--- src/rtl/risc_v_lsu_pkg.sv ---
// Shared constants and FSM state type for the RISC-V load/store unit.
// Build option RISC_V_LSU_MISALIGN_SPLIT_EN enables two-word misaligned accesses (adds RD1/WR1).
package risc_v_lsu_pkg;

  localparam logic [2:0] F3_B  = 3'b000;
  localparam logic [2:0] F3_H  = 3'b001;
  localparam logic [2:0] F3_W  = 3'b010;
  localparam logic [2:0] F3_BU = 3'b100;
  localparam logic [2:0] F3_HU = 3'b101;

`ifdef RISC_V_LSU_MISALIGN_SPLIT_EN
  localparam bit MISALIGN_SPLIT = 1'b1;

  typedef enum logic [2:0] {
    IDLE = 3'd0,
    RD0  = 3'd1,
    RD1  = 3'd2,
    WR0  = 3'd3,
    WR1  = 3'd4,
    RESP = 3'd5
  } lsu_state_e;
`else
  localparam bit MISALIGN_SPLIT = 1'b0;

  typedef enum logic [2:0] {
    IDLE = 3'd0,
    RD0  = 3'd1,
    WR0  = 3'd3,
    RESP = 3'd5
  } lsu_state_e;
`endif

  function automatic logic funct3_ok(input logic store, input logic [2:0] f3);
    if (store) begin
      return (f3 == F3_B) || (f3 == F3_H) || (f3 == F3_W);
    end
    return (f3 == F3_B) || (f3 == F3_H) || (f3 == F3_W) ||
           (f3 == F3_BU) || (f3 == F3_HU);
  endfunction

  // Only meaningful for funct3 values that passed funct3_ok.
  function automatic logic is_misaligned(input logic [2:0] f3, input logic [1:0] lo);
    return ((f3[1:0] == 2'b01) && lo[0]) || ((f3[1:0] == 2'b10) && (lo != 2'b00));
  endfunction

endpackage

--- src/rtl/risc_v_lsu_align.sv ---
// Combinational lane extraction/extension for loads and byte-lane merge for stores,
// operating on a little-endian two-word window {word_hi, word_lo}.
module risc_v_lsu_align
  import risc_v_lsu_pkg::*;
(
  input  logic [2:0]  funct3_i,
  input  logic [1:0]  offset_i,
  input  logic [31:0] word_lo_i,
  input  logic [31:0] word_hi_i,
  input  logic [31:0] wdata_i,
  output logic [31:0] ld_data_o,
  output logic [31:0] st_lo_o,
  output logic [31:0] st_hi_o
);

  logic [63:0] window;
  logic [63:0] shifted;
  logic [63:0] size_mask;
  logic [63:0] st_mask;
  logic [63:0] st_data;
  logic [63:0] merged;
  logic [31:0] raw;
  logic [5:0]  bit_off;

  always_comb begin
    window    = {word_hi_i, word_lo_i};
    bit_off   = {1'b0, offset_i, 3'b000};
    shifted   = window >> bit_off;
    raw       = shifted[31:0];
    ld_data_o = raw;
    size_mask = 64'h0000_0000_FFFF_FFFF;
    case (funct3_i[1:0])
      2'b00: begin
        ld_data_o = funct3_i[2] ? {24'd0, raw[7:0]} : {{24{raw[7]}}, raw[7:0]};
        size_mask = 64'h0000_0000_0000_00FF;
      end
      2'b01: begin
        ld_data_o = funct3_i[2] ? {16'd0, raw[15:0]} : {{16{raw[15]}}, raw[15:0]};
        size_mask = 64'h0000_0000_0000_FFFF;
      end
      default: begin
        ld_data_o = raw;
        size_mask = 64'h0000_0000_FFFF_FFFF;
      end
    endcase
    // Lanes outside the mask keep the previously read contents.
    st_mask = size_mask << bit_off;
    st_data = {32'd0, wdata_i} << bit_off;
    merged  = (window & ~st_mask) | (st_data & st_mask);
  end

  assign st_lo_o = merged[31:0];
  assign st_hi_o = merged[63:32];

endmodule

--- src/rtl/risc_v_load_store_unit.sv ---
// RISC-V load/store unit: one request at a time, byte/half/word access to a word memory.
// Define RISC_V_LSU_MISALIGN_SPLIT_EN to split misaligned accesses over two words; otherwise they error.
module risc_v_load_store_unit
  import risc_v_lsu_pkg::*;
#(
  parameter int ADDR_W = 32
) (
  input  logic              clk,
  input  logic              rst,
  input  logic              req_valid_i,
  output logic              req_ready_o,
  input  logic              req_store_i,
  input  logic [2:0]        req_funct3_i,
  input  logic [ADDR_W-1:0] req_addr_i,
  input  logic [31:0]       req_wdata_i,
  output logic              resp_valid_o,
  input  logic              resp_ready_i,
  output logic [31:0]       resp_rdata_o,
  output logic              resp_err_o,
  output logic [ADDR_W-1:0] mem_addr_o,
  output logic [31:0]       mem_din_o,
  output logic              mem_we_o,
  input  logic [31:0]       mem_dout_i
);

  lsu_state_e        state_q, state_d;
  logic              err_q, err_d;
  logic              store_q;
  logic [2:0]        funct3_q;
  logic [ADDR_W-1:0] addr_q;
  logic [31:0]       wdata_q;
  logic [31:0]       rd0_q;
  logic [31:0]       rdata_q;
`ifdef RISC_V_LSU_MISALIGN_SPLIT_EN
  logic [31:0]       rd1_q;
`endif

  logic              accept;
  logic              req_ok;
  logic              req_mis;
  logic              mis_q;
  logic [ADDR_W-1:0] addr_al;
  logic [ADDR_W-1:0] addr_nx;
  logic [31:0]       win_lo;
  logic [31:0]       win_hi;
  logic [31:0]       ld_data;
  logic [31:0]       st_lo;
  logic [31:0]       st_hi;

  assign accept  = req_valid_i && (state_q == IDLE);
  assign req_ok  = funct3_ok(req_store_i, req_funct3_i);
  assign req_mis = is_misaligned(req_funct3_i, req_addr_i[1:0]);
  assign mis_q   = is_misaligned(funct3_q, addr_q[1:0]);
  assign addr_al = {addr_q[ADDR_W-1:2], 2'b00};
  assign addr_nx = addr_al + ADDR_W'(4);
  assign err_d   = !req_ok || (req_mis && !MISALIGN_SPLIT);

  // Loads see the live read word; stores merge into the words captured earlier.
  assign win_lo = (state_q == RD0) ? mem_dout_i : rd0_q;
`ifdef RISC_V_LSU_MISALIGN_SPLIT_EN
  assign win_hi = ((state_q == RD0) || (state_q == RD1)) ? mem_dout_i : rd1_q;
`else
  assign win_hi = win_lo;
`endif

  risc_v_lsu_align u_align (
    .funct3_i  (funct3_q),
    .offset_i  (addr_q[1:0]),
    .word_lo_i (win_lo),
    .word_hi_i (win_hi),
    .wdata_i   (wdata_q),
    .ld_data_o (ld_data),
    .st_lo_o   (st_lo),
    .st_hi_o   (st_hi)
  );

  always_ff @(posedge clk or posedge rst) begin
    if (rst) begin
      state_q <= IDLE;
      err_q   <= 1'b0;
    end else begin
      state_q <= state_d;
      if (accept) begin
        err_q <= err_d;
      end
    end
  end

  always_ff @(posedge clk) begin
    if (accept) begin
      store_q  <= req_store_i;
      funct3_q <= req_funct3_i;
      addr_q   <= req_addr_i;
      wdata_q  <= req_wdata_i;
      rdata_q  <= '0;
    end
    if (state_q == RD0) begin
      rd0_q <= mem_dout_i;
    end
    if (!store_q && (state_q == RD0) && !mis_q) begin
      rdata_q <= ld_data;
    end
`ifdef RISC_V_LSU_MISALIGN_SPLIT_EN
    if (state_q == RD1) begin
      rd1_q <= mem_dout_i;
      if (!store_q) begin
        rdata_q <= ld_data;
      end
    end
`endif
  end

  always_comb begin
    state_d = state_q;
    case (state_q)
      IDLE: begin
        if (req_valid_i) begin
          if (err_d) begin
            state_d = RESP;
          end else if (req_store_i && (req_funct3_i == F3_W) && !req_mis) begin
            state_d = WR0;
          end else begin
            state_d = RD0;
          end
        end
      end
      RD0: begin
`ifdef RISC_V_LSU_MISALIGN_SPLIT_EN
        if (mis_q) begin
          state_d = RD1;
        end else
`endif
        if (store_q) begin
          state_d = WR0;
        end else begin
          state_d = RESP;
        end
      end
`ifdef RISC_V_LSU_MISALIGN_SPLIT_EN
      RD1: state_d = store_q ? WR0 : RESP;
      WR0: state_d = mis_q ? WR1 : RESP;
      WR1: state_d = RESP;
`else
      WR0: state_d = RESP;
`endif
      RESP: begin
        if (resp_ready_i) begin
          state_d = IDLE;
        end
      end
      default: state_d = IDLE;
    endcase
  end

  always_comb begin
    req_ready_o  = (state_q == IDLE);
    resp_valid_o = (state_q == RESP);
    resp_err_o   = (state_q == RESP) && err_q;
    resp_rdata_o = (state_q == RESP) ? rdata_q : 32'd0;
    mem_addr_o   = '0;
    mem_din_o    = 32'd0;
    mem_we_o     = 1'b0;
    case (state_q)
      RD0: mem_addr_o = addr_al;
      WR0: begin
        mem_addr_o = addr_al;
        mem_din_o  = st_lo;
        mem_we_o   = 1'b1;
      end
`ifdef RISC_V_LSU_MISALIGN_SPLIT_EN
      RD1: mem_addr_o = addr_nx;
      WR1: begin
        mem_addr_o = addr_nx;
        mem_din_o  = st_hi;
        mem_we_o   = 1'b1;
      end
`endif
      default: begin
        mem_addr_o = '0;
      end
    endcase
  end

`ifndef RISC_V_LSU_MISALIGN_SPLIT_EN
  // The high-word path only exists in the split build.
  logic unused_hi;
  assign unused_hi = ^{addr_nx, st_hi};
`endif

endmodule

--- config.mk ---
export PLATFORM = sky130hd
export DESIGN_NAME = risc_v_load_store_unit
export DESIGN_NICKNAME = d
export VERILOG_FILES = /design/src/rtl/risc_v_lsu_pkg.sv /design/src/rtl/risc_v_lsu_align.sv /design/src/rtl/risc_v_load_store_unit.sv
export SDC_FILE = /design/constraint.sdc
export NUM_CORES = 1
export LEC_CHECK = 0
export ABC_AREA = 1
export CAP_MARGIN = 20
export CORE_UTILIZATION = 35
export DETAILED_ROUTE_END_ITERATION = 7
export PLACE_DENSITY = 0.66
export SLEW_MARGIN = 20
export SYNTH_ARGS = -nofsm -noshare
export SYNTH_HDL_FRONTEND = slang
export SYNTH_SLANG_ARGS = --single-unit
export TNS_END_PERCENT = 100
--- constraint.sdc ---
create_clock -name clk -period 4.7 [get_ports clk]
set_clock_uncertainty 0.2 [all_clocks]
set_input_delay 1.41 -clock clk [delete_from_list [all_inputs] [get_ports clk]]
set_output_delay 1.41 -clock clk [all_outputs]
set_load 0.05 [all_outputs]
# Word level (Yosys, flattened, before mapping)

Index checks and enable logic that the tools add are counted.

Flip-flop bits (word level): 136
Bits of input ports: 104
Output and inout port bits: 100
Logic and storage cells: 77

Eq/ne operators: 13
Shifts and indexed selects: 3
Multiplexer cells: 20
Bitwise gates (word level): 4
Reductions and logical operators: 29

Operators by type and width:

| operator                                       | count |
|---|---|
| 2-to-1 mux 32 bit                              | 8 |
| case mux 32 bit (2 select lines)               | 2 |
| AND 32 bit                                     | 2 |
| << shifter 32 x 5 -> 32 bit                    | 2 |
| right shift 64 x 5 -> 32 bit                   | 1 |
| NOT 32 bit                                     | 1 |
| bitwise OR 32 bit                              | 1 |
| 2-to-1 mux 3 bit                               | 4 |
| case mux 3 bit (4 select lines)                | 1 |
| logical AND 1 bit                              | 10 |
| == test 3 bit (second input constant)          | 3 |
| logical OR 1 bit                               | 7 |
| == test 3 x 1 -> 1 bit (second input constant) | 2 |
| == test 3 x 2 -> 1 bit (second input constant) | 2 |
| zero test 3 bit                                | 2 |
| nonzero test 2 bit                             | 3 |
| == test 2 x 1 -> 1 bit (second input constant) | 2 |
| == test 2 bit (second input constant)          | 2 |
| zero test 1 bit                                | 4 |
| 2-to-1 mux 1 bit                               | 4 |
| zero test 2 bit                                | 1 |
| 2-to-1 mux 2 bit                               | 1 |
| != test 2 x 1 -> 1 bit (second input constant) | 1 |
| != test 2 bit (second input constant)          | 1 |
| other kinds (2)                                | 2 |

# Depth between registers and ports, before layout

Depth after elaboration: 11
Mapped depth: 11
Depth with buffers taken out: 9

# Cells and area by module

Synthesis repeated with hierarchy kept, for this count alone.

Cells, all modules: 1,150
Area, all modules: 8,026.4 um2

By module, submodules not included:

| module                 | instances | cells an instance | area each (um2) | seq. area each (um2) |
|---|---|---|---|---|
| risc_v_load_store_unit | 1         | 559               | 5,398.9         | 3,743.6 |
| risc_v_lsu_align       | 1         | 591               | 2,627.5         | 0.0 |

# Worst setup path after synthesis

No wires, ideal clock.

Path type: input -> register
Start point: input port req_valid_i
End point: register addr_q[0], enable pin
Setup time: 0.497 ns
Arrival: 4.329 ns
Required time: 4.003 ns
Path slack: -0.326 ns
Cell stages on the path: 2
Buffers on the path: 0
Path through: inv_1 -> nor2_1

Word-level cells in the longest chain between the ends: 1

Ends and longest elaborated chain:

| item                 | RTL line                     | RTL |
|---|---|---|
| from (decl)          | risc_v_load_store_unit.sv:10 | `input logic req_valid_i,` |
| logical AND 1 bit    | risc_v_load_store_unit.sv:50 | `assign accept = req_valid_i && (state_q == IDLE);` |
| via accept           | risc_v_load_store_unit.sv:38 | `logic accept;` |
| to (signal assigned) | risc_v_load_store_unit.sv:93 | `addr_q <= req_addr_i;` |
| to (decl)            | risc_v_load_store_unit.sv:30 | `logic [ADDR_W-1:0] addr_q;` |

The timed path passes the listed nets, and every way through them passes these cells.
A chain may end at the register's enable or synchronous reset.

# Worst setup path in the final report

Start point: input port mem_dout_i[26]
End point: output port mem_din_o[26]

Word-level cells in the longest chain between the ends: 4

Ends and longest elaborated chain:

| item                      | RTL line                      | RTL |
|---|---|---|
| from (decl)               | risc_v_load_store_unit.sv:23  | `input logic [31:0] mem_dout_i` |
| 2-to-1 mux 32 bit         | --                            |  |
| via u_align.word_hi_i[26] | risc_v_lsu_align.sv:9         | `input logic [31:0] word_hi_i,` |
| AND 32 bit                | risc_v_lsu_align.sv:49        | `merged = (window & ~st_mask) \| (st_data & st_mask);` |
| bitwise OR 32 bit         | risc_v_lsu_align.sv:49        |  |
| 2-to-1 mux 32 bit         | risc_v_load_store_unit.sv:163 | `case (state_q)` |
| to (decl)                 | risc_v_load_store_unit.sv:21  | `output logic [31:0] mem_din_o,` |

The timed path passes the listed nets, and every way through them passes these cells.

==> impl_metrics.prom <==
# TYPE chip_impl_metric gauge
chip_impl_info{name="status",value="finished, final reports clean"} 1
chip_impl_metric{name="wp_data_required",unit="ns"} 3.09
chip_impl_metric{name="final-setup-viol-count",unit=""} 0
chip_impl_metric{name="power_report.internal_total",unit="mW"} 3.78
chip_impl_metric{name="io_pins",unit=""} 204
chip_impl_info{name="regToRegStartpoint",value="state_q[0]"} 1
chip_impl_metric{name="drt-total-wl",unit="mm"} 21.2
chip_impl_metric{name="hold_slack",unit="ns"} 0.346
chip_impl_info{name="cp_common_cell",value="inv_1"} 1
chip_impl_metric{name="post_route_cells_drive_above_1_share",unit="%"} 11.4
chip_impl_metric{name="cts.clk_slew.worst_paths",unit="ns"} 0.06
chip_impl_info{name="global_route.peak_usage_layer",value="met2"} 1
chip_impl_metric{name="path_buf_inv",unit=""} 4
chip_impl_metric{name="dp.cells",unit=""} 1364
chip_impl_metric{name="clock_insertion_delay_worst_skew",unit="ns"} 0.41
chip_impl_metric{name="cts_post_setup_buffers_inserted",unit=""} 0
chip_impl_metric{name="critical_path_cell_count",unit=""} 8
chip_impl_metric{name="worst_slew_pin_slew",unit="ns"} 0.807
chip_impl_metric{name="antenna-diode-count",unit=""} 0
chip_impl_metric{name="synth_area",unit="mm²"} 0.00736
chip_impl_metric{name="initial_utilization",unit="%"} 36.0
chip_impl_info{name="holdCritPathClass",value="register to register"} 1
chip_impl_metric{name="dp_hpwl",unit="mm"} 15.7
chip_impl_metric{name="drt-wirelength-per-cell",unit="µm"} 15.2
chip_impl_metric{name="p_sw_share",unit="%"} 45.7
chip_impl_metric{name="globalRouteMet2Util",unit="%"} 33.2
chip_impl_metric{name="cts_resized",unit=""} 0
chip_impl_metric{name="via_count",unit=""} 6584
chip_impl_metric{name="std_cell_rows",unit=""} 52
chip_impl_metric{name="area_growth",unit="%"} 46.6
chip_impl_metric{name="share_comb_of_total_power",unit="%"} 53.1
chip_impl_metric{name="design.final.nets",unit=""} 1217
chip_impl_metric{name="ir_drop",unit="µV"} 333
chip_impl_metric{name="violation_count_after_the_first_detailed_routing_iteration",unit=""} 516
chip_impl_metric{name="vias_in_the_first_global_route",unit=""} 6453
chip_impl_metric{name="r2r_cells",unit=""} 7
chip_impl_metric{name="h-tree-depth",unit=""} 4
chip_impl_metric{name="wire_length_of_the_first_global_routing_pass",unit="mm"} 34.3
chip_impl_metric{name="final_cell_count_no_fill",unit=""} 1396
chip_impl_metric{name="met3_usage",unit="%"} 5.47
chip_impl_metric{name="p_leak",unit="nW"} 5.03
chip_impl_metric{name="synthesis.area_per_instance",unit="µm²"} 7.87
chip_impl_info{name="cp-startpoint",value="mem_dout_i[26]"} 1
chip_impl_metric{name="die_h",unit="µm"} 147
chip_impl_metric{name="worst_relative_slew_slack",unit="%"} 46.2
chip_impl_metric{name="setup_total_negative_slack",unit="ns"} 0
chip_impl_info{name="layout.cells.most_common_list",value="192 x nand3_1, 190 x inv_1, 134 x nand2_1, 134 x clkdlybuf4s50_1, 100 x edfxtp_1"} 1
chip_impl_metric{name="syn_inst",unit=""} 936
chip_impl_metric{name="maxClockFrequency",unit="MHz"} 224
chip_impl_info{name="crit_path_start_kind",value="primary input"} 1
chip_impl_metric{name="fin_util",unit="%"} 52.8
chip_impl_info{name="grt_setup_unrepaired",value="false"} 1
chip_impl_metric{name="cts_hold_buffers",unit=""} 0
chip_impl_info{name="setup.worst_path.end_class",value="primary output"} 1
chip_impl_metric{name="timing_hold_violations_final",unit=""} 0
chip_impl_metric{name="antenna_found_initial",unit=""} 0
chip_impl_metric{name="area_of_the_die",unit="mm²"} 0.0216
chip_impl_metric{name="switchingPower",unit="mW"} 3.18
chip_impl_metric{name="use_met1",unit="%"} 27.1
chip_impl_metric{name="die_w",unit="µm"} 147
chip_impl_metric{name="grt-ovfl-total",unit=""} 0
chip_impl_metric{name="rrSetupSlack",unit="ns"} 1.65
chip_impl_metric{name="min_period",unit="ns"} 4.47
chip_impl_info{name="cts_tree",value="yes"} 1
chip_impl_info{name="worst_setup_path_class",value="primary input to primary output"} 1
chip_impl_metric{name="gp_congestion",unit=""} 0.885
chip_impl_info{name="final_common_cell",value="nand3_1"} 1
chip_impl_metric{name="cp_max_fo",unit=""} 3
chip_impl_metric{name="worstPathArrival",unit="ns"} 2.86
chip_impl_metric{name="ant_nets",unit=""} 0
chip_impl_metric{name="cts_inserted_buffers",unit=""} 17
chip_impl_metric{name="cpPeakStageDelay",unit="ns"} 0.46
chip_impl_metric{name="floorplan.core_area",unit="mm²"} 0.0204
chip_impl_metric{name="number_of_vias_per_cell_after_detailed_routing",unit=""} 4.72
chip_impl_metric{name="finalWorstSetupSlack",unit="ns"} 0.233
chip_impl_metric{name="pre_cts_slack",unit="ns"} 0.299
chip_impl_info{name="timing.critical_path.slowest_stage_cell",value="clkdlybuf4s50_1"} 1
chip_impl_metric{name="share_seq_of_total_power",unit="%"} 27.6
chip_impl_metric{name="synth_cell_types",unit=""} 32
chip_impl_metric{name="drt_pass1_iterations",unit=""} 5
chip_impl_info{name="timing.critical_path.max_delay_family",value="buffers and inverters"} 1
chip_impl_metric{name="drc",unit=""} 0
chip_impl_metric{name="yosys_warnings",unit=""} 0
chip_impl_metric{name="cts_num_sinks",unit=""} 136
chip_impl_metric{name="power_density",unit="mW/mm²"} 646
chip_impl_metric{name="io_buffers",unit=""} 201
chip_impl_metric{name="largest_net_degree_at_the_start_of_global_routing",unit=""} 71
chip_impl_metric{name="period_share",unit="%"} 95.0
chip_impl_metric{name="postSynthRegisterBits",unit=""} 136
chip_impl_metric{name="drv.max_cap_violation_count",unit=""} 0
chip_impl_metric{name="report.final.slew_viol_count",unit=""} 0
chip_impl_metric{name="grt_use_total",unit="%"} 20.5
chip_impl_info{name="clk_root_buffer_cell",value="clkbuf_16"} 1
chip_impl_metric{name="pwr-share-clk",unit="%"} 19.2
chip_impl_metric{name="clock_tree.buffer_depth",unit=""} 2
chip_impl_info{name="path_cells",value="clkdlybuf4s50_1 > inv_1 > nand3_1 > nand2_1 > inv_1 > o21ai_0 > a21oi_1 > buf_12"} 1
chip_impl_info{name="r2r_end",value="rdata_q[0]"} 1
chip_impl_metric{name="synth-seq-area-share",unit="%"} 50.8
chip_impl_info{name="worst_setup_path_endpoint",value="mem_din_o[26]"} 1
==> power groups by stage <==
stage | clock network (mW) | logic [mW] | registers (mW)
after floorplan | 0 | 2.44 | 1.92
after global placement | 0 | 3.66 | 1.94
after detailed placement | 0 | 3.69 | 1.95
after CTS | 1.37 | 3.71 | 1.92
after global routing | 1.42 | 4.04 | 1.97
final | 1.34 | 3.70 | 1.92
==> cells in the mapped netlist, drive strengths merged <==
cell type,instances,area share (%)
nand3,195,13
inv,194,9.9
nand2,140,7.3
edfxtp,100,41
nor2,91,4.8
o21ai,52,3.5
buf,44,3.4
a21oi,36,2.5
dfxtp,32,8.7
clkbuf,11,0.56
a31oi,8,0.68
mux2i,8,1.1
o211ai,8,0.82
dfrtp,4,1.4
nand3b,4,0.41
nor3,2,0.14
or2,2,0.17
a22oi,1,0.10
clkinv,1,0.051
conb,1,0.051
nand4,1,0.085
o211a,1,0.14
==> cell type report <==
| class | instances | area, µm² |
|---|---|---|
| clock buffers | 17 | 425 |
| clock inverters | 15 | 164 |
| fillers | 1923 | 9640 |
| inverters | 195 | 732 |
| multi-input cells | 551 | 2610 |
| flip-flops and latches | 136 | 3740 |
| well taps | 270 | 338 |
| repair buffers | 212 | 2780 |
==> per-layer routing <==
layer,part of all wire [%],wire length [µm]
met2,47,9930
met5,0,0
met1,45,9570
met3,6.9,1470
met4,1.1,225
==> cell families (layout without fill, tap and decap cells) <==
family,Yosys count,in the layout,synth area share [%]
AO/OA/AOI/OAI,106,106,7.77
flip-flops,136,136,50.8
AND/OR/NAND/NOR,435,435,26.4
buffers and inverters,250,439,13.9
other,1,2,0.0509
multiplexers,8,8,1.09
==> how the worst min path moves through the flow <==
stage / slack, ns / startpoint / endpoint / depth (start not counted)
5_1_grt: 0.38 / rd0_q[9] / rd0_q[9] / 4
3_5_place_dp: 0.33 / err_q / err_q / 2
6_report: 0.35 / err_q / err_q / 2
3_3_place_gp: 0.32 / err_q / err_q / 2
4_1_cts: 0.35 / err_q / err_q / 2
2_1_floorplan: 0.30 / err_q / err_q / 2
==> per-stage QoR <==
stage               cell area, µm²  total power, mW
floorplan                     7370             4.36
global placement             10200             5.60
detailed placement           10200             5.64
CTS                          10800             7.00
global route                 10800             7.43
finish                       10800             6.97
==> sequential cells by signal, summed over array words and instances (netlist names) <==
name / count
addr_q: 32
err_q: 1
funct3_q: 3
rd0_q: 32
rdata_q: 32
state_q: 3
store_q: 1
wdata_q: 32
==> worst min-delay path, stage by stage (launching register included) <==
cell and delay [ns]:
dfrtp_1 0.33, inv_1 0.05, o21ai_0 0.13
Power figures use the tool's default switching activity.
